===== config.mk =====
export PLATFORM = sky130hd
export DESIGN_NAME = fpcvt_sched_flat
export DESIGN_NICKNAME = d
export VERILOG_FILES = /design/src/rtl/fpcvt_sched_if.sv /design/src/rtl/fpcvt_sched.sv /design/src/flat_wrapper.sv
export SDC_FILE = /design/constraint.sdc
export NUM_CORES = 1
export LEC_CHECK = 0
export ABC_AREA = 1
export CORE_UTILIZATION = 45
export DETAILED_ROUTE_END_ITERATION = 8
export GPL_TIMING_DRIVEN = 0
export PLACE_DENSITY_LB_ADDON = 0.2
export SLEW_MARGIN = 10
export SYNTH_ARGS = -nofsm -noshare
export SYNTH_HDL_FRONTEND = slang
export SYNTH_SLANG_ARGS = --single-unit

===== constraint.sdc =====
create_clock -name clk -period 3 [get_ports clk]
set_input_delay 0.45 -clock clk [delete_from_list [all_inputs] [get_ports clk]]
set_output_delay 0.45 -clock clk [all_outputs]
set_load 0.02 [all_outputs]

===== src/rtl/fpcvt_sched_if.sv =====
// Request/result bundle for the shared FPCVT scheduler.
// The slave modport is the scheduler; the master modport is the
// producer/consumer side.
interface fpcvt_sched_if #(
  parameter int NREQ = 4,
  parameter int IDW  = 2
);
  logic [NREQ-1:0]      req_valid;
  logic [13*NREQ-1:0]   req_data;
  logic [NREQ-1:0]      req_ready;
  logic                 res_valid;
  logic                 res_ready;
  logic [IDW-1:0]       res_id;
  logic                 res_s;
  logic [2:0]           res_e;
  logic [4:0]           res_f;
  logic                 busy;

  modport master (
    output req_valid, req_data, res_ready,
    input  req_ready, res_valid, res_id, res_s, res_e, res_f, busy
  );

  modport slave (
    input  req_valid, req_data, res_ready,
    output req_ready, res_valid, res_id, res_s, res_e, res_f, busy
  );
endinterface


===== src/rtl/fpcvt_sched.sv =====
// Round-robin scheduler sharing one 13-bit two's complement to
// sign/3-bit exponent/5-bit significand converter between NREQ requesters.
// Stage 1 registers the granted sample, the converter is combinational on
// stage 1, and stage 2 registers the tagged result.
module fpcvt_sched #(
  parameter int NREQ = 4,
  parameter int IDW  = 2
) (
  input logic            clk,
  input logic            rst_n,
  fpcvt_sched_if.slave   bus
);

  logic [IDW-1:0]  ptr_q, ptr_d;
  logic            s1Valid_q, s1Valid_d;
  logic [12:0]     s1Data_q, s1Data_d;
  logic [IDW-1:0]  s1Id_q, s1Id_d;
  logic            resValid_q, resValid_d;
  logic [IDW-1:0]  resId_q, resId_d;
  logic            resS_q, resS_d;
  logic [2:0]      resE_q, resE_d;
  logic [4:0]      resF_q, resF_d;

  logic            adv1, adv2;
  logic            grantFound;
  logic [IDW-1:0]  grantIdx;
  logic            grantTake;
  logic [NREQ-1:0] grantVec;
  logic [12:0]     grantData;

  logic [11:0]     cvtMag;
  logic [2:0]      cvtLead;
  logic [4:0]      cvtTrunc;
  logic            cvtRound;
  logic [5:0]      cvtRounded;
  logic            cvtS;
  logic [2:0]      cvtE;
  logic [4:0]      cvtF;

  assign adv2      = !resValid_q | bus.res_ready;
  assign adv1      = !s1Valid_q | adv2;
  assign grantTake = rst_n & adv1 & grantFound;

  // Round-robin search starting at ptr; scanning offsets downward lets the
  // closest valid index to ptr win.
  always_comb begin
    logic [IDW:0] idxW;
    grantFound = 1'b0;
    grantIdx   = '0;
    idxW       = '0;
    for (int j = NREQ - 1; j >= 0; j--) begin
      idxW = {1'b0, ptr_q} + (IDW+1)'(j);
      if (idxW >= (IDW+1)'(NREQ)) idxW = idxW - (IDW+1)'(NREQ);
      if (bus.req_valid[idxW[IDW-1:0]]) begin
        grantFound = 1'b1;
        grantIdx   = idxW[IDW-1:0];
      end
    end
  end

  // One-hot grant and the granted sample; nothing is granted in reset or
  // while both stages are full and the consumer is stalling.
  always_comb begin
    grantVec  = '0;
    grantData = bus.req_data[13*int'(grantIdx) +: 13];
    if (grantTake) grantVec[grantIdx] = 1'b1;
  end

  // Converter: magnitude, leading-one position, round-half-up on the first
  // dropped bit, with saturation when rounding carries out of exponent 7.
  always_comb begin
    cvtS     = s1Data_q[12];
    cvtMag   = s1Data_q[12] ? (~s1Data_q[11:0] + 12'd1) : s1Data_q[11:0];
    cvtLead  = 3'd0;
    for (int k = 1; k <= 7; k++) begin
      if (cvtMag[k+4]) cvtLead = 3'(k);
    end
    cvtTrunc   = 5'(cvtMag >> cvtLead);
    cvtRound   = |(cvtMag & ((12'd1 << cvtLead) >> 1));
    cvtRounded = {1'b0, cvtTrunc} + {5'd0, cvtRound};
    cvtE       = cvtLead;
    cvtF       = cvtRounded[4:0];
    if (cvtRounded[5]) begin
      if (cvtLead == 3'd7) begin
        cvtE = 3'd7;
        cvtF = 5'd31;
      end else begin
        cvtE = cvtLead + 3'd1;
        cvtF = cvtRounded[5:1];
      end
    end
    if (s1Data_q == 13'h1000) begin
      cvtS = 1'b1;
      cvtE = 3'd7;
      cvtF = 5'd31;
    end
  end

  // Next state for pointer and both pipeline stages; everything holds by
  // default so a stall needs no explicit branch.
  always_comb begin
    ptr_d      = ptr_q;
    s1Valid_d  = s1Valid_q;
    s1Data_d   = s1Data_q;
    s1Id_d     = s1Id_q;
    resValid_d = resValid_q;
    resId_d    = resId_q;
    resS_d     = resS_q;
    resE_d     = resE_q;
    resF_d     = resF_q;
    if (adv2) begin
      resValid_d = s1Valid_q;
      resId_d    = s1Id_q;
      resS_d     = cvtS;
      resE_d     = cvtE;
      resF_d     = cvtF;
    end
    if (adv1) begin
      s1Valid_d = grantTake;
    end
    if (grantTake) begin
      s1Data_d = grantData;
      s1Id_d   = grantIdx;
      if (grantIdx == IDW'(NREQ - 1)) ptr_d = '0;
      else                            ptr_d = grantIdx + 1'b1;
    end
  end

  // State registers; reset flushes both stages without emitting a result.
  always_ff @(posedge clk or negedge rst_n) begin
    if (!rst_n) begin
      ptr_q      <= '0;
      s1Valid_q  <= 1'b0;
      s1Data_q   <= '0;
      s1Id_q     <= '0;
      resValid_q <= 1'b0;
      resId_q    <= '0;
      resS_q     <= 1'b0;
      resE_q     <= '0;
      resF_q     <= '0;
    end else begin
      ptr_q      <= ptr_d;
      s1Valid_q  <= s1Valid_d;
      s1Data_q   <= s1Data_d;
      s1Id_q     <= s1Id_d;
      resValid_q <= resValid_d;
      resId_q    <= resId_d;
      resS_q     <= resS_d;
      resE_q     <= resE_d;
      resF_q     <= resF_d;
    end
  end

  assign bus.req_ready = grantVec;
  assign bus.res_valid = resValid_q;
  assign bus.res_id    = resId_q;
  assign bus.res_s     = resS_q;
  assign bus.res_e     = resE_q;
  assign bus.res_f     = resF_q;
  assign bus.busy      = s1Valid_q | resValid_q;

endmodule


===== src/flat_wrapper.sv =====
// flat-port wrapper written by rule: the top's interface ports become plain ports
module fpcvt_sched_flat 
#(
  parameter int NREQ = 4,
  parameter int IDW  = 2
)
  (clk, rst_n, bus_req_valid, bus_req_data, bus_res_ready, bus_req_ready, bus_res_valid, bus_res_id, bus_res_s, bus_res_e, bus_res_f, bus_busy);
  fpcvt_sched_if #(.NREQ(NREQ), .IDW(IDW)) bus_i ();
  input logic clk;
  input logic rst_n;
  input wire logic [$bits(bus_i.req_valid)-1:0] bus_req_valid;
  input wire logic [$bits(bus_i.req_data)-1:0] bus_req_data;
  input wire logic [$bits(bus_i.res_ready)-1:0] bus_res_ready;
  output wire logic [$bits(bus_i.req_ready)-1:0] bus_req_ready;
  output wire logic [$bits(bus_i.res_valid)-1:0] bus_res_valid;
  output wire logic [$bits(bus_i.res_id)-1:0] bus_res_id;
  output wire logic [$bits(bus_i.res_s)-1:0] bus_res_s;
  output wire logic [$bits(bus_i.res_e)-1:0] bus_res_e;
  output wire logic [$bits(bus_i.res_f)-1:0] bus_res_f;
  output wire logic [$bits(bus_i.busy)-1:0] bus_busy;
  assign bus_i.req_valid = bus_req_valid;
  assign bus_i.req_data = bus_req_data;
  assign bus_i.res_ready = bus_res_ready;
  assign bus_req_ready = bus_i.req_ready;
  assign bus_res_valid = bus_i.res_valid;
  assign bus_res_id = bus_i.res_id;
  assign bus_res_s = bus_i.res_s;
  assign bus_res_e = bus_i.res_e;
  assign bus_res_f = bus_i.res_f;
  assign bus_busy = bus_i.busy;
  fpcvt_sched #(.NREQ(NREQ), .IDW(IDW)) u_core (.clk(clk), .rst_n(rst_n), .bus(bus_i));
endmodule

==> results.txt, run 1 <==
- ANT cells: 0
- The synthesized design contains 0 enable-type register cells.
* Die Area: ~6500 µm²
* Combined area of the multi-input logic cells: 1960 µm²
- Most used DFF post-synth: sky130_fd_sc_hd__dfrtp_1
- Final max-slew violation count: 0
- Count of unique library cells instantiated by Yosys: 36
* Worst setup slack after placement: -0.850 ns
* Category of the worst setup path launch point: flop
- For this design the top-level I/O count stands at 76.
- Synth area leader: sky130_fd_sc_hd__dfrtp_1
* Post-layout min period: 3.20 ns
- The number of placed instances, taps included, is 591.
- The detailed router placed 3,405 vias in this run.
* Worst path arrival time: around 3.4 ns
* I/O Buffers: 75
- TritonCTS created 5 clock buffers.
- Crit path setup slack, layout: -0.200 ns
* Detail-routed via count per cell: 5.30
* Maximum number of pins on one net before global-route repair: 32
* DRT Pass-1 Iters: 4
* # fillers: about 490
- Outcome: complete, but fails checks
* Standard-cell row count: 28
- Warnings from Yosys: 0
- The net count of the finished layout is between 600 and 700.
- Leaving out fill and tap cells, the most frequent cells in the layout are sky130_fd_sc_hd__nand2_1 (86), sky130_fd_sc_hd__clkdlybuf4s50_1 (69), sky130_fd_sc_hd__nor2_1 (60), sky130_fd_sc_hd__buf_4 (43), sky130_fd_sc_hd__nand3_1 (42).
* Most common library cell in the layout ignoring fill and taps: sky130_fd_sc_hd__nand2_1
* Syn_nets: 511
* Clock latency on the worst-skew pair: 0.28 ns
* Count of placed standard cells in the final layout, fillers left out: 642
- Sequential element share of the synthesized area: 26.9%
- Remaining antenna violation count: 0
- Total count of hold-check failures in the final report: 0
- The number of antenna violations at the first check in global routing was 0.
- Peak Freq: about 310 MHz
- After synthesis, the share of cell area in mux cells is less than 1%.
- Fraction of the mapped netlist area in compound gates: 16.1%
- Area occupied by registers: 752 µm²
- Endpoint type of the worst setup path: flop
* # setup viols final: 7
- Fraction of final layout cells with drive strength greater than 1: 27.2%
* Detailed placer's ending HPWL: 5980 µm
- Rel. slew slack: a little under three fifths
* Area fraction of the dominant cell type after synthesis: between 20% and 30%
- Core Region: roughly 6000 µm²
* Cts-stage hold buffer count: 0
- The number of global-route vias before repair is approximately 3,300.
- The routed design has 8500 µm of wire.
- Global routing used between 20 and 30% of the available tracks across all layers.
- Worst Clk Skew: 0.00551 ns
* Area growth from synthesis to final layout: 55.4%
- At the end of routability-driven placement, the weighted congestion stood at 0.889.
- After detailed routing, the number of remaining DRC violations is 0.
- WP data required: 3.17 ns
- For this run, asynchronously set or reset flops after synthesis account for 100%.
- Post-synthesis xor/xnor area fraction: 1.26%
- Setup TNS: -0.985 ns
- For this design, the sink count on the clock tree is 30.
* First-pass GRT wire length: between 10,000 and 15,000 µm
- For this configuration, the core starts out at a cell density of 46.8%.
- GRT overflow: 0
- Combinational family with the most area after synthesis: simple AND/OR/NAND/NOR gates
* Root buffer cell: sky130_fd_sc_hd__clkbuf_8
- Highest fanout seen on the critical path: 6
* Wire length per cell after detailed routing: 13.2 µm
* Synth Register Bits: 30
- Least-Margin Pin Slew: 0.651 ns
* CTS tree: built
- The H-tree generated during clock tree synthesis spans 2 levels.
- Syn_area_per_cell: 6.32 µm²
- Maximum number of buffers from clock root to sink: 2
- Max-cap violations in this run came to 0.
* Top cells by area, synth: sky130_fd_sc_hd__dfrtp_1 (27%), sky130_fd_sc_hd__nand2_1 (13%), sky130_fd_sc_hd__nor2_1 (8.8%)
- RSZ-0062 raised after global routing: true
- Cell area after synthesis: 2790 µm²
- The floorplan step set the die width to 80.7 µm.
- In the synthesized netlist, the number of instances is 441.
- Height of the chip: approximately 81 µm
- After layout, the worst path uses 107% of the clock period.
* Critical path class: reg -> reg
- The checks that failed: setup timing.
- Depth of the worst register-to-register path: 26
- DR iter-0 viols: 207
- Simple-gate share of the synthesized area: 39.5%
* Class of the worst hold path: in -> async
- Summing the areas of all fa, ha and maj instances in the mapped netlist gives around 4.9% of the synthesized area.
- Clock-pin slew was measured on the worst setup and hold paths at 0.07 ns.
* Final worst hold slack: 0.189 ns
## final timing paths
kind,from,endpoint,slack (ns)
worst max-delay path,u_core.s1Data_q[0]$_DFFE_PN0P_,u_core.bus.res_f[3]$_DFFE_PN0P_,-0.20
worst min-delay path,rst_n,u_core.bus.res_f[2]$_DFFE_PN0P_,0.19
worst max register to register,u_core.s1Data_q[0]$_DFFE_PN0P_,u_core.bus.res_f[3]$_DFFE_PN0P_,-0.20
worst min register to register,u_core.bus.res_id[0]$_DFFE_PN0P_,u_core.bus.res_id[0]$_DFFE_PN0P_,0.50
max in group asynchronous,rst_n,u_core.s1Data_q[3]$_DFFE_PN0P_,2.35
min in group clk,u_core.bus.res_id[0]$_DFFE_PN0P_,u_core.bus.res_id[0]$_DFFE_PN0P_,0.50
## cell families after synthesis
group / after synthesis
AND/OR/NAND/NOR: 243
buffers and inverters: 74
flip-flops: 30
multiplexers: 1
AO/OA/AOI/OAI: 78
XOR/XNOR: 4
adder cells (fa/ha/maj): 11
## cell usage after synthesis, drive strengths merged, types with 7 or more instances
library cell  number
nand3             50
ha                11
o21ai             47
inv               57
nand2            105
dfrtp             30
buf               12
a21oi              9
nor2              72
o22ai              7
or2                9
## worst max-delay path, cell delays in order, from the launching register on
cell                      delay [ns]
sky130_fd_sc_hd__dfrtp_1        0.40
sky130_fd_sc_hd__inv_2          0.09
sky130_fd_sc_hd__ha_4           0.15
sky130_fd_sc_hd__inv_4          0.04
sky130_fd_sc_hd__nor3_4         0.16
sky130_fd_sc_hd__nand3_2        0.12
sky130_fd_sc_hd__nand2_1        0.08
sky130_fd_sc_hd__nand2_1        0.06
sky130_fd_sc_hd__nand2_2        0.12
sky130_fd_sc_hd__inv_2          0.05
sky130_fd_sc_hd__nand2_2        0.07
sky130_fd_sc_hd__nand2_4        0.06
sky130_fd_sc_hd__nand2_4        0.08
sky130_fd_sc_hd__buf_8          0.13
sky130_fd_sc_hd__inv_8          0.04
sky130_fd_sc_hd__ha_4           0.15
sky130_fd_sc_hd__nand2_2        0.07
sky130_fd_sc_hd__nand3_2        0.07
sky130_fd_sc_hd__a221o_1        0.36
sky130_fd_sc_hd__ha_4           0.19
sky130_fd_sc_hd__ha_4           0.17
sky130_fd_sc_hd__nand2_2        0.06
sky130_fd_sc_hd__nand2_2        0.07
sky130_fd_sc_hd__nor2_2         0.10
sky130_fd_sc_hd__nor2_1         0.05
sky130_fd_sc_hd__nor2_1         0.10
sky130_fd_sc_hd__nor2_1         0.06
## repair_timing
action                     4_1_cts  5_1_grt
resized for setup               58       29
buffers inserted                36        9
setup endpoints to repair       12       12
gates cloned                     1        0
pin swaps                       27       18
## per-layer routing
layer / track usage, % / routed length [µm] / share of wire [%]
met5: 0 / 0 / 0
met4: 6.43 / 120 / 1.4
met3: 4.32 / 450 / 5.3
met2: 52.3 / 4480 / 53
met1: 31.0 / 3450 / 41
## registers in the layout (all words and copies together) (netlist names)
signal,cells
u_core.s1Data_q,13
u_core.bus.res_f,5
u_core.bus.res_e,3
u_core.bus.res_id,2
u_core.ptr_q,2
u_core.s1Id_q,2
u_core.bus.res_s,1
u_core.bus.res_valid,1
u_core.s1Valid_q,1
## metrics by stage
stage                     utilization, %  cell area [µm²]
after global placement              62.0             3690
after global routing                72.7             4330
after detailed placement            61.9             3690
final                               72.7             4330
after floorplan                        -             2850
after CTS                           70.1             4170
## cell type report
| class | count | area share, % |
|---|---|---|
| clock inverter | 2 | 0.289 |
| sequential | 30 | 17.4 |
| tap | 75 | 2.17 |
| buffer | 12 | 2.14 |
| timing repair buffer | 121 | 25.3 |
| inverter | 59 | 5.61 |
| multi-input combinational | 337 | 45.2 |
| clock buffer | 6 | 1.91 |
Power of run 1 is not shown: default switching activity piles up to over one toggle a cycle in this logic, so the estimate is an artifact.
==> inputs of run 2 (changes only) <==
CELL_PAD_IN_SITES_DETAIL_PLACEMENT = 1   (was unset)
CELL_PAD_IN_SITES_GLOBAL_PLACEMENT = 2   (was unset)
CORE_UTILIZATION = 23   (was 45)
==> run 2 against run 1 <==
Flip-flop and latch count unchanged; critical endpoint is now u_core.bus.res_f[4]$_DFFE_PN0P_; register-to-register slack about the same; cell area increased by 5.4%; die area increased by 93%; the flow still finishes with violations (setup timing); setup slack got worse by 0.0074 ns; wire length increased by 23%.
==> results.txt, run 2 (synthesis gave the netlist of run 1 again) <==
* Final max-slew violation count: 0 (unchanged)
- Leading cell types in the layout, fill and taps excluded: sky130_fd_sc_hd__nand2_1 (81), sky130_fd_sc_hd__clkdlybuf4s50_1 (69), sky130_fd_sc_hd__nor2_1 (60), sky130_fd_sc_hd__buf_4 (57), sky130_fd_sc_hd__nand3_1 (41) (was sky130_fd_sc_hd__nand2_1 (86), sky130_fd_sc_hd__clkdlybuf4s50_1 (69), sky130_fd_sc_hd__nor2_1 (60), sky130_fd_sc_hd__buf_4 (43), sky130_fd_sc_hd__nand3_1 (42)).
* Class of the worst hold path: in -> async (unchanged)
- The via count is 3,344 (was 3,405).
* Height of the chip: 112 µm (was 80.7 µm)
* Least-Margin Pin Slew: 0.694 ns (was 0.651 ns)
* Register name with the most flops: u_core.s1Data_q (unchanged)
* Post-layout nets: 647 (was 636)
- The summed area of non-filler cells in the final layout is 4560 µm² (was 4330 µm²).
- The clock tree root buffer cell is sky130_fd_sc_hd__clkbuf_16 (was sky130_fd_sc_hd__clkbuf_8).
- The average wire length per cell after detail routing is 14.5 µm (was 13.2 µm).
- Total count of hold-check failures in the final report: 0 (unchanged)
- The routed wire length came to 10,400 µm (was 8500 µm).
- Cell seen most often among critical-path stages: sky130_fd_sc_hd__nand2_2 (unchanged)
* Fraction of final layout cells with drive strength greater than 1: 30.1% (was 27.2%)
- Violations in the final reports: setup timing (unchanged)
- Maximum number of buffers from clock root to sink: 2 (unchanged)
- The number of flip-flops under the largest register name came to 13 (unchanged).
- Detail-routed via count per cell: 4.64 (was 5.30)
- The number of inserted filler cells in the final layout was 1,480 (was 491).
- The minimum clock period after layout came to 3.21 ns (was 3.20 ns).
* First-pass GRT wire length: 17,400 µm (was 14,000 µm)
* Standard-cell row count: 39 (was 28)
* RSZ-0062 raised after global routing: true (unchanged)
- The leftover overflow at the end of global routing came to 0 (unchanged).
- I/O Buffers: 75 (unchanged)
- The period utilization came to 107% (about the same).
- The layout-stage area growth over the synthesis result came to 63.7% (was 55.4%).
- The H-tree depth reported by CTS came to 2 (unchanged).
* Endpoint type of the worst setup path: flop (unchanged)
- Outcome: complete, but fails checks (unchanged).
* Core Region: 11,600 µm² (was 5960 µm²)
- Number of buffers added by the clock tree synthesis step: 5 (unchanged)
- Post-DP Area: 3770 µm² (was 3690 µm²)
- The global placer's final weighted congestion was 0.736 (was 0.889).
- The category of the most critical setup path is reg -> reg (unchanged).
* Crit-path slowest cell: sky130_fd_sc_hd__dfrtp_1 (unchanged)
* Detailed placer's ending HPWL: 7760 µm (was 5980 µm)
- The source-to-sink clock delay at the later pin of the worst-skew pair was 0.27 ns (was 0.28 ns).
* CTS tree: built (unchanged)
- Worst Setup SP: u_core.s1Data_q[0]$_DFFE_PN0P_ (unchanged)
* Peak Freq: 312 MHz (about the same)
- The total number of clock tree sinks came to 30 (unchanged).
- Number of top-level pins: 76 (unchanged)
* Worst path arrival time: 3.37 ns (about the same)
- The largest net degree at the start of global routing was 32 (unchanged).
- Highest cell delay on the worst timing path: 0.40 ns (about the same)
* Rel. slew slack: 53.8% (was 56.6%)
* Number of maximum-capacitance violations: 0 (unchanged)
* Remaining antenna violation count: 0 (unchanged)
- ANT cells: 0 (unchanged)
* Worst Clk Skew: 0.00375 ns (was 0.00551 ns)
- Die span in x: 112 µm (was 80.7 µm)
* Highest fanout seen on the critical path: 6 (unchanged)
- The number of antenna violations at the first check in global routing was 0 (unchanged).
* Die Area: 12,600 µm² (was 6510 µm²)
- WP data required: 3.16 ns (was 3.17 ns)
- Initial Utilization: 24.0% (was 46.8%)
- The kind of start point of the critical path is a flop (unchanged).
- Crit path setup slack, layout: -0.208 ns (was -0.200 ns)
- Critical register-to-register path startpoint: u_core.s1Data_q[0]$_DFFE_PN0P_ (unchanged)
- Gr usage total: 17.0% (was 27.3%)
- The number of buffers added to fix hold violations after cts is 0 (unchanged).
- # setup viols final: 8 (was 7)
- The cell class contributing the biggest share of worst-path delay is simple AND/OR/NAND/NOR gates (unchanged).
- The first-pass detailed-route iteration total came to 4 (unchanged).
* Number of global-route vias before repair: 3,637 (was 3,295)
* Most common library cell in the layout ignoring fill and taps: sky130_fd_sc_hd__nand2_1 (unchanged)
- DR iter-0 viols: 102 (was 207)
- The clock-pin transition on the worst setup and hold timing paths came to 0.05 ns (was 0.07 ns).
- Buffers & Inverters on Critical Path: 5 (unchanged)
- The final routed DRC violation total came to 0 (unchanged).
run 2: changes by cell type in the layout (fill, tap and decap cells not counted), sizes merged:
| cell | change |
|---|---|
| clkbuf | +1 |
| clkinvlp | -2 |
| buf | +11 |
| clkinv | +1 |
run 2: final timing paths:
kind,end,slack [ns],cells past startpoint
max reg2reg,u_core.bus.res_f[4]$_DFFE_PN0P_,-0.21,25
min,u_core.bus.res_f[1]$_DFFE_PN0P_,0.22,1
min reg2reg,u_core.bus.res_valid$_DFFE_PN0P_,0.48,2
max,u_core.bus.res_f[4]$_DFFE_PN0P_,-0.21,25
min in group clk,u_core.bus.res_valid$_DFFE_PN0P_,0.48,2
max in group asynchronous,u_core.s1Data_q[3]$_DFFE_PN0P_,2.29,1
run 2: layer usage:
| layer | global-route usage [%] | up-vias | wire (µm) |
|---|---|---|---|
| met5 | 0 | - | 0 |
| li1 | - | 1706 | - |
| met2 | 31.8 | 60 | 5240 |
| met1 | 20.1 | 1570 | 4680 |
| met3 | 2.75 | 8 | 381 |
| met4 | 4.36 | 0 | 142 |
run 2: timing repair:
action                     4_1_cts  5_1_grt
setup endpoints to repair       12       12
buffers inserted                45       12
resized for setup               74       25
pin swaps                       30       12
run 2: cell type report:
type / instances / area (µm²) / area share, %
timing repair buffer: 132 / 1190 / 26.1
clock inverter: 1 / 5.00 / 0.110
buffer: 12 / 96.3 / 2.11
sequential: 30 / 752 / 16.5
clock buffer: 7 / 143 / 3.13
multi-input combinational: 337 / 1960 / 43.0
inverter: 59 / 238 / 5.21
tap: 143 / 179 / 3.92
run 2: worst reg2reg max path, stage by stage (launching register included):
cell,delay [ns]
sky130_fd_sc_hd__dfrtp_1,0.40
sky130_fd_sc_hd__inv_2,0.09
sky130_fd_sc_hd__ha_4,0.15
sky130_fd_sc_hd__inv_4,0.04
sky130_fd_sc_hd__nor3_4,0.16
sky130_fd_sc_hd__nand3_2,0.12
sky130_fd_sc_hd__nand2_1,0.08
sky130_fd_sc_hd__nand2_1,0.06
sky130_fd_sc_hd__nand2_2,0.12
sky130_fd_sc_hd__inv_2,0.06
sky130_fd_sc_hd__nand2_2,0.06
sky130_fd_sc_hd__nand2_2,0.07
sky130_fd_sc_hd__nand2_4,0.08
sky130_fd_sc_hd__buf_8,0.13
sky130_fd_sc_hd__inv_8,0.05
sky130_fd_sc_hd__ha_4,0.15
sky130_fd_sc_hd__nand2_2,0.06
sky130_fd_sc_hd__nand3_2,0.07
sky130_fd_sc_hd__a221o_1,0.37
sky130_fd_sc_hd__ha_4,0.20
sky130_fd_sc_hd__nand3_2,0.10
sky130_fd_sc_hd__nor2_4,0.07
sky130_fd_sc_hd__nand2_4,0.10
sky130_fd_sc_hd__nand2_1,0.08
sky130_fd_sc_hd__a21oi_2,0.16
sky130_fd_sc_hd__nor2_1,0.07
run 2: stage by stage:
stage / util [%] / setup WS, ns / hold WS [ns] / cells / setup TNS, ns
after floorplan: - / -0.0129 / 0.154 / 441 / -0.0230
after global placement: 32.5 / -1.18 / 0.471 / 659 / -14.19
after detailed placement: 32.5 / -0.923 / 0.478 / 659 / -8.25
after CTS: 38.1 / -0.176 / 0.252 / 710 / -1.01
after global routing: 39.3 / -0.469 / 0.281 / 721 / -3.41
final: 39.3 / -0.208 / 0.219 / 721 / -1.40
Power of run 2 is left out for the same reason.
==> inputs of run 3 (changes only) <==
ABC_AREA = unset   (was 1)
CORE_MARGIN = 5   (was unset)
CORE_UTILIZATION = 24   (was 23)
==> run 3 against run 2 <==
The run still ends with setup timing left; clock-buffer cell count shrank 1; worst hold slack gained 0.0050 ns; flip-flop and latch count is the same.
==> results.txt, run 3 <==
- Leak Pwr: between 1.5 and 2 nW
- The first-pass detailed-route iteration total is 4 (unchanged).
- Endpoint type of the worst setup path: flop (unchanged)
- The register bank with the most flops is u_core.s1Data_q (unchanged).
- The starting DRC count in detailed routing was 90 (was 102).
- Area fraction of the dominant cell type after synthesis: 26.7% (was 26.9%)
* Most used DFF post-synth: sky130_fd_sc_hd__dfrtp_1 (unchanged)
- The count of max-cap constraint violations came to 0 (unchanged).
- The sequential element share of the synthesized area came to 26.7% (was 26.9%).
- Crit path setup slack, layout: -0.987 ns (was -0.208 ns)
- Power comes to 6.09 mW.
- Post-DP Area: 3830 µm² (was 3770 µm²)
* Total length of routed wires: 10,300 µm (was 10,400 µm)
- The final number of max-transition violations was 0 (unchanged).
* Post-layout nets: 568 (was 647)
* Count of unique library cells instantiated by Yosys: 60 (was 36)
- Die span in x: 118 µm (was 112 µm)
* Portion of the clock cycle consumed by the worst path in the final layout: 133% (was 107%)
- Worst setup slack after placement: -1.37 ns (was -0.923 ns)
- The global placer's final weighted congestion was 0.769 (was 0.736).
* Maximum number of buffers from clock root to sink: 2 (unchanged)
* Detailed placer's ending HPWL: 7980 µm (was 7760 µm)
* Rel. slew slack: 26.8% (was 53.8%)
- The leading area contributor after synthesis was sky130_fd_sc_hd__dfrtp_1 (unchanged).
- The peak fanout along the critical path was 6 (unchanged).
- The number of flip-flops under the largest register name came to 13 (unchanged).
* Class of the worst hold path: in -> async (unchanged)
- Worst Clk Skew: 0.00519 ns (was 0.00375 ns)
- Initial antenna violation count: 0 (unchanged)
* Category of the worst setup path launch point: flop (unchanged)
* Leading cell types in the layout, fill and taps excluded: sky130_fd_sc_hd__clkdlybuf4s50_1 (70), sky130_fd_sc_hd__nand2_1 (62), sky130_fd_sc_hd__nor2_1 (55), sky130_fd_sc_hd__o21ai_0 (36), sky130_fd_sc_hd__buf_4 (36) (was sky130_fd_sc_hd__nand2_1 (81), sky130_fd_sc_hd__clkdlybuf4s50_1 (69), sky130_fd_sc_hd__nor2_1 (60), sky130_fd_sc_hd__buf_4 (57), sky130_fd_sc_hd__nand3_1 (41))
* Critical register-to-register path startpoint: u_core.s1Data_q[3]$_DFFE_PN0P_ (was u_core.s1Data_q[0]$_DFFE_PN0P_)
* Worst Setup SP: u_core.s1Data_q[3]$_DFFE_PN0P_ (was u_core.s1Data_q[0]$_DFFE_PN0P_)
- Internal power: ~3.2 mW
- Violations in the final reports: setup timing (unchanged)
* First-pass GRT wire length: 17,900 µm (was 17,400 µm)
* Maximum vdd drop: 1130 µV
- CTS tree: built (unchanged)
- The total number of clock tree sinks is 30 (unchanged).
* Post-layout min period: 3.99 ns (was 3.21 ns)
- Instance count of the mapped netlist: 386 (was 441)
- The number of cell rows came to 39 (unchanged).
- The fraction of layout instances using a drive strength above 1 came to 24.8% (was 30.1%).
- Net switching is a little under 50% of the power.
* Detail-routed via count per cell: 4.92 (was 4.64)
- Cell area after synthesis: 2810 µm² (was 2790 µm²)
- The destination of the critical timing path was u_core.bus.res_f[1]$_DFFE_PN0P_ (was u_core.bus.res_f[4]$_DFFE_PN0P_).
- Maximum number of pins on one net before global-route repair: 32 (unchanged)
* Number of global-route vias before repair: 3,529 (was 3,637)
- The number of buffers added to fix hold violations after cts was 0 (unchanged).
- Initial Utilization: 24.5% (was 24.0%)
* WP data required: 3.16 ns (about the same)
* Depth of the worst register-to-register path: 16 (was 25)
- Most common library cell in the layout ignoring fill and taps: sky130_fd_sc_hd__clkdlybuf4s50_1 (was sky130_fd_sc_hd__nand2_1)
- The share of synthesized flip-flops with an asynchronous set or reset is 100% (unchanged).
* Area growth from synthesis to final layout: 60.0% (was 63.7%)
* Remaining antenna violation count: 0 (unchanged)
- R2R Setup Slk: -0.99 ns (was -0.21 ns)
* Final worst hold slack: 0.224 ns (was 0.219 ns)
- The number of placed I/O pins was 76 (unchanged).
- Number of H-tree levels: 2 (unchanged)
* Root buffer cell: sky130_fd_sc_hd__clkbuf_16 (unchanged)
* Most frequently used cell type in the post-synthesis netlist: sky130_fd_sc_hd__nand2_1 (unchanged)
* Number of buffers added by the clock tree synthesis step: 5 (unchanged)
- Pwr dens: 1350 nW/µm²
* Wire length per cell after detailed routing: 16.1 µm (was 14.5 µm)
- The summed area of non-filler cells in the final layout is 4500 µm² (was 4560 µm²).
- GRT overflow: 0 (unchanged)
* Die Area: 14,000 µm² (was 12,600 µm²)
- Syn_nets: 456 (was 511)
* Top cells by area, synth: sky130_fd_sc_hd__dfrtp_1 (27%), sky130_fd_sc_hd__nand2_1 (8.5%), sky130_fd_sc_hd__nor2_1 (7.6%) (was sky130_fd_sc_hd__dfrtp_1 (27%), sky130_fd_sc_hd__nand2_1 (13%), sky130_fd_sc_hd__nor2_1 (8.8%))
* Critical path class: reg -> reg (unchanged)
- Clock latency on the worst-skew pair: 0.27 ns (about the same)
* Endpoint of the lowest-slack register-to-register path: u_core.bus.res_f[1]$_DFFE_PN0P_ (was u_core.bus.res_f[4]$_DFFE_PN0P_)
* Net Sw Power: roughly 2.9 mW
- The number of flops mapped to enable cells by yosys came to 0 (unchanged).
- Vias: 3,158 (was 3,344)
- The clock-pin transition on the worst setup and hold timing paths came to 0.05 ns (about the same).
* I/O Buffers: 75 (unchanged)
- The final-report setup violation count came to 8 (unchanged).
- RSZ-0062 raised after global routing: true (unchanged)
* Height of the chip: 118 µm (was 112 µm)
* Total count of hold-check failures in the final report: 0 (unchanged)
- Top cells by instance count after synthesis: sky130_fd_sc_hd__nand2_1 (64), sky130_fd_sc_hd__nor2_1 (57), sky130_fd_sc_hd__o21ai_0 (39), sky130_fd_sc_hd__dfrtp_1 (30), sky130_fd_sc_hd__nand3_1 (20) (was sky130_fd_sc_hd__nand2_1 (95), sky130_fd_sc_hd__nor2_1 (65), sky130_fd_sc_hd__nand3_1 (48), sky130_fd_sc_hd__inv_1 (45), sky130_fd_sc_hd__o21ai_0 (38)).
- The final routed DRC violation total came to 0 (unchanged).
- Worst path arrival time: 4.15 ns (was 3.37 ns)
* Peak Freq: 251 MHz (was 312 MHz)
* Warnings from Yosys: 0 (unchanged)
- Register share of total power: 12.7%
- The actual transition at the worst max-transition pin was 1.09 ns (was 0.694 ns).
- In this run, the combinational gates consume 79.1% of the power.
- The number of diodes added for antenna fixing is 0 (unchanged).
- Syn_area_per_cell: 7.28 µm² (was 6.32 µm²)
- # fillers: 1,361 (was 1,480)
- Part of the power in the clock network: 8.2%
* Outcome: complete, but fails checks (unchanged)
* Gr usage total: 15.1% (was 17.0%)
- Synth Register Bits: 30 (unchanged)
- Core Region: 11,500 µm² (was 11,600 µm²)
run 3: changes by cell type after synthesis, moves of 6 or more:
cell / before / now
sky130_fd_sc_hd__buf_2: 9 / 0
sky130_fd_sc_hd__inv_2: 12 / 2
sky130_fd_sc_hd__nor2_1: 65 / 57
sky130_fd_sc_hd__o22ai_1: 7 / 1
sky130_fd_sc_hd__o21ai_1: 9 / 0
sky130_fd_sc_hd__clkbuf_1: 3 / 18
sky130_fd_sc_hd__nand2_1: 95 / 64
sky130_fd_sc_hd__xnor2_1: 1 / 12
sky130_fd_sc_hd__nand3_1: 48 / 20
sky130_fd_sc_hd__inv_1: 45 / 18
sky130_fd_sc_hd__nand2_2: 8 / 1
run 3: logic make-up (layout without fill, tap and decap cells):
| group | after synthesis | count (layout) | share of synthesized area [%] |
|---|---|---|---|
| simple gates | 178 | 178 | 28.6 |
| buf+inv | 42 | 155 | 5.87 |
| fa+ha+maj | 11 | 11 | 4.90 |
| compound gates | 104 | 104 | 26.9 |
| xor+xnor | 17 | 17 | 5.56 |
| mux | 4 | 4 | 1.42 |
| flops | 30 | 30 | 26.7 |
run 3: timing repair:
item,CTS,global route
gates cloned,1,0
pin swaps,18,30
endpoints found under the setup margin,12,12
setup buffers,21,15
gates resized for setup,49,24
run 3: layout make-up:
cell class | count | area [µm²] | area share (%)
Clock buffer | 6 | 139 | 3.09
Buffer | 15 | 87.6 | 1.95
Tap cell | 143 | 179 | 3.98
Multi-Input combinational cell | 314 | 2190 | 48.8
Inverter | 20 | 93.8 | 2.09
Timing Repair Buffer | 112 | 1030 | 22.9
Sequential cell | 30 | 759 | 16.9
Clock inverter | 2 | 12.5 | 0.278
run 3: metrics by stage:
| step | utilization [%] | cells | TNS (ns) |
|---|---|---|---|
| 2_1_floorplan | - | 386 | -5.43 |
| 3_3_place_gp | 33.5 | 604 | -20.43 |
| 3_5_place_dp | 33.4 | 604 | -13.68 |
| 4_1_cts | 37.9 | 629 | -7.46 |
| 5_1_grt | 39.2 | 642 | -8.76 |
| 6_report | 39.2 | 642 | -7.14 |
run 3: power by group through the flow:
stage	combinational, mW	clock, mW	sequential (mW)
finish	4.82	0.501	0.772
floorplan	2.49	0	0.775
detailed placement	3.53	0	0.750
global placement	3.51	0	0.744
CTS	4.47	0.513	0.759
global route	5.25	0.530	0.803
run 3: per-layer routing:
layer	vias to the layer above	GRT usage [%]	routed length (µm)
met4	0	3.66	99
met1	1506	19.9	4820
met5	-	0	0
met3	7	2.91	438
li1	1587	-	-
met2	58	25.4	4990
run 3: how the worst min path moves through the flow:
stage	start	end	slack [ns]	cells past startpoint
final	rst_n	u_core.bus.res_f[3]$_DFFE_PN0P_	0.22	1
after global routing	rst_n	u_core.bus.res_f[3]$_DFFE_PN0P_	0.29	1
after CTS	rst_n	u_core.bus.res_f[2]$_DFFE_PN0P_	0.25	1
after detailed placement	u_core.bus.res_id[1]$_DFFE_PN0P_	u_core.bus.res_id[1]$_DFFE_PN0P_	0.46	2
after global placement	u_core.bus.res_id[1]$_DFFE_PN0P_	u_core.bus.res_id[1]$_DFFE_PN0P_	0.45	2
after floorplan	rst_n	u_core.bus.res_e[0]$_DFFE_PN0P_	0.15	0
run 3: worst max-delay path: stages (launching register included):
cell and delay [ns]:
sky130_fd_sc_hd__dfrtp_2 0.40, sky130_fd_sc_hd__or4_4 0.63, sky130_fd_sc_hd__o31ai_4 0.36, sky130_fd_sc_hd__xor2_2 0.25, sky130_fd_sc_hd__nand2_2 0.12, sky130_fd_sc_hd__o21ai_4 0.18, sky130_fd_sc_hd__inv_2 0.08, sky130_fd_sc_hd__buf_8 0.14
sky130_fd_sc_hd__mux2i_2 0.17, sky130_fd_sc_hd__o21a_1 0.25, sky130_fd_sc_hd__o21ai_2 0.12, sky130_fd_sc_hd__ha_2 0.20, sky130_fd_sc_hd__inv_2 0.04, sky130_fd_sc_hd__a211oi_4 0.21, sky130_fd_sc_hd__nand4_1 0.21, sky130_fd_sc_hd__nor3b_2 0.22
sky130_fd_sc_hd__a311oi_1 0.30
Note: power is estimated with default switching activity, not from simulation.
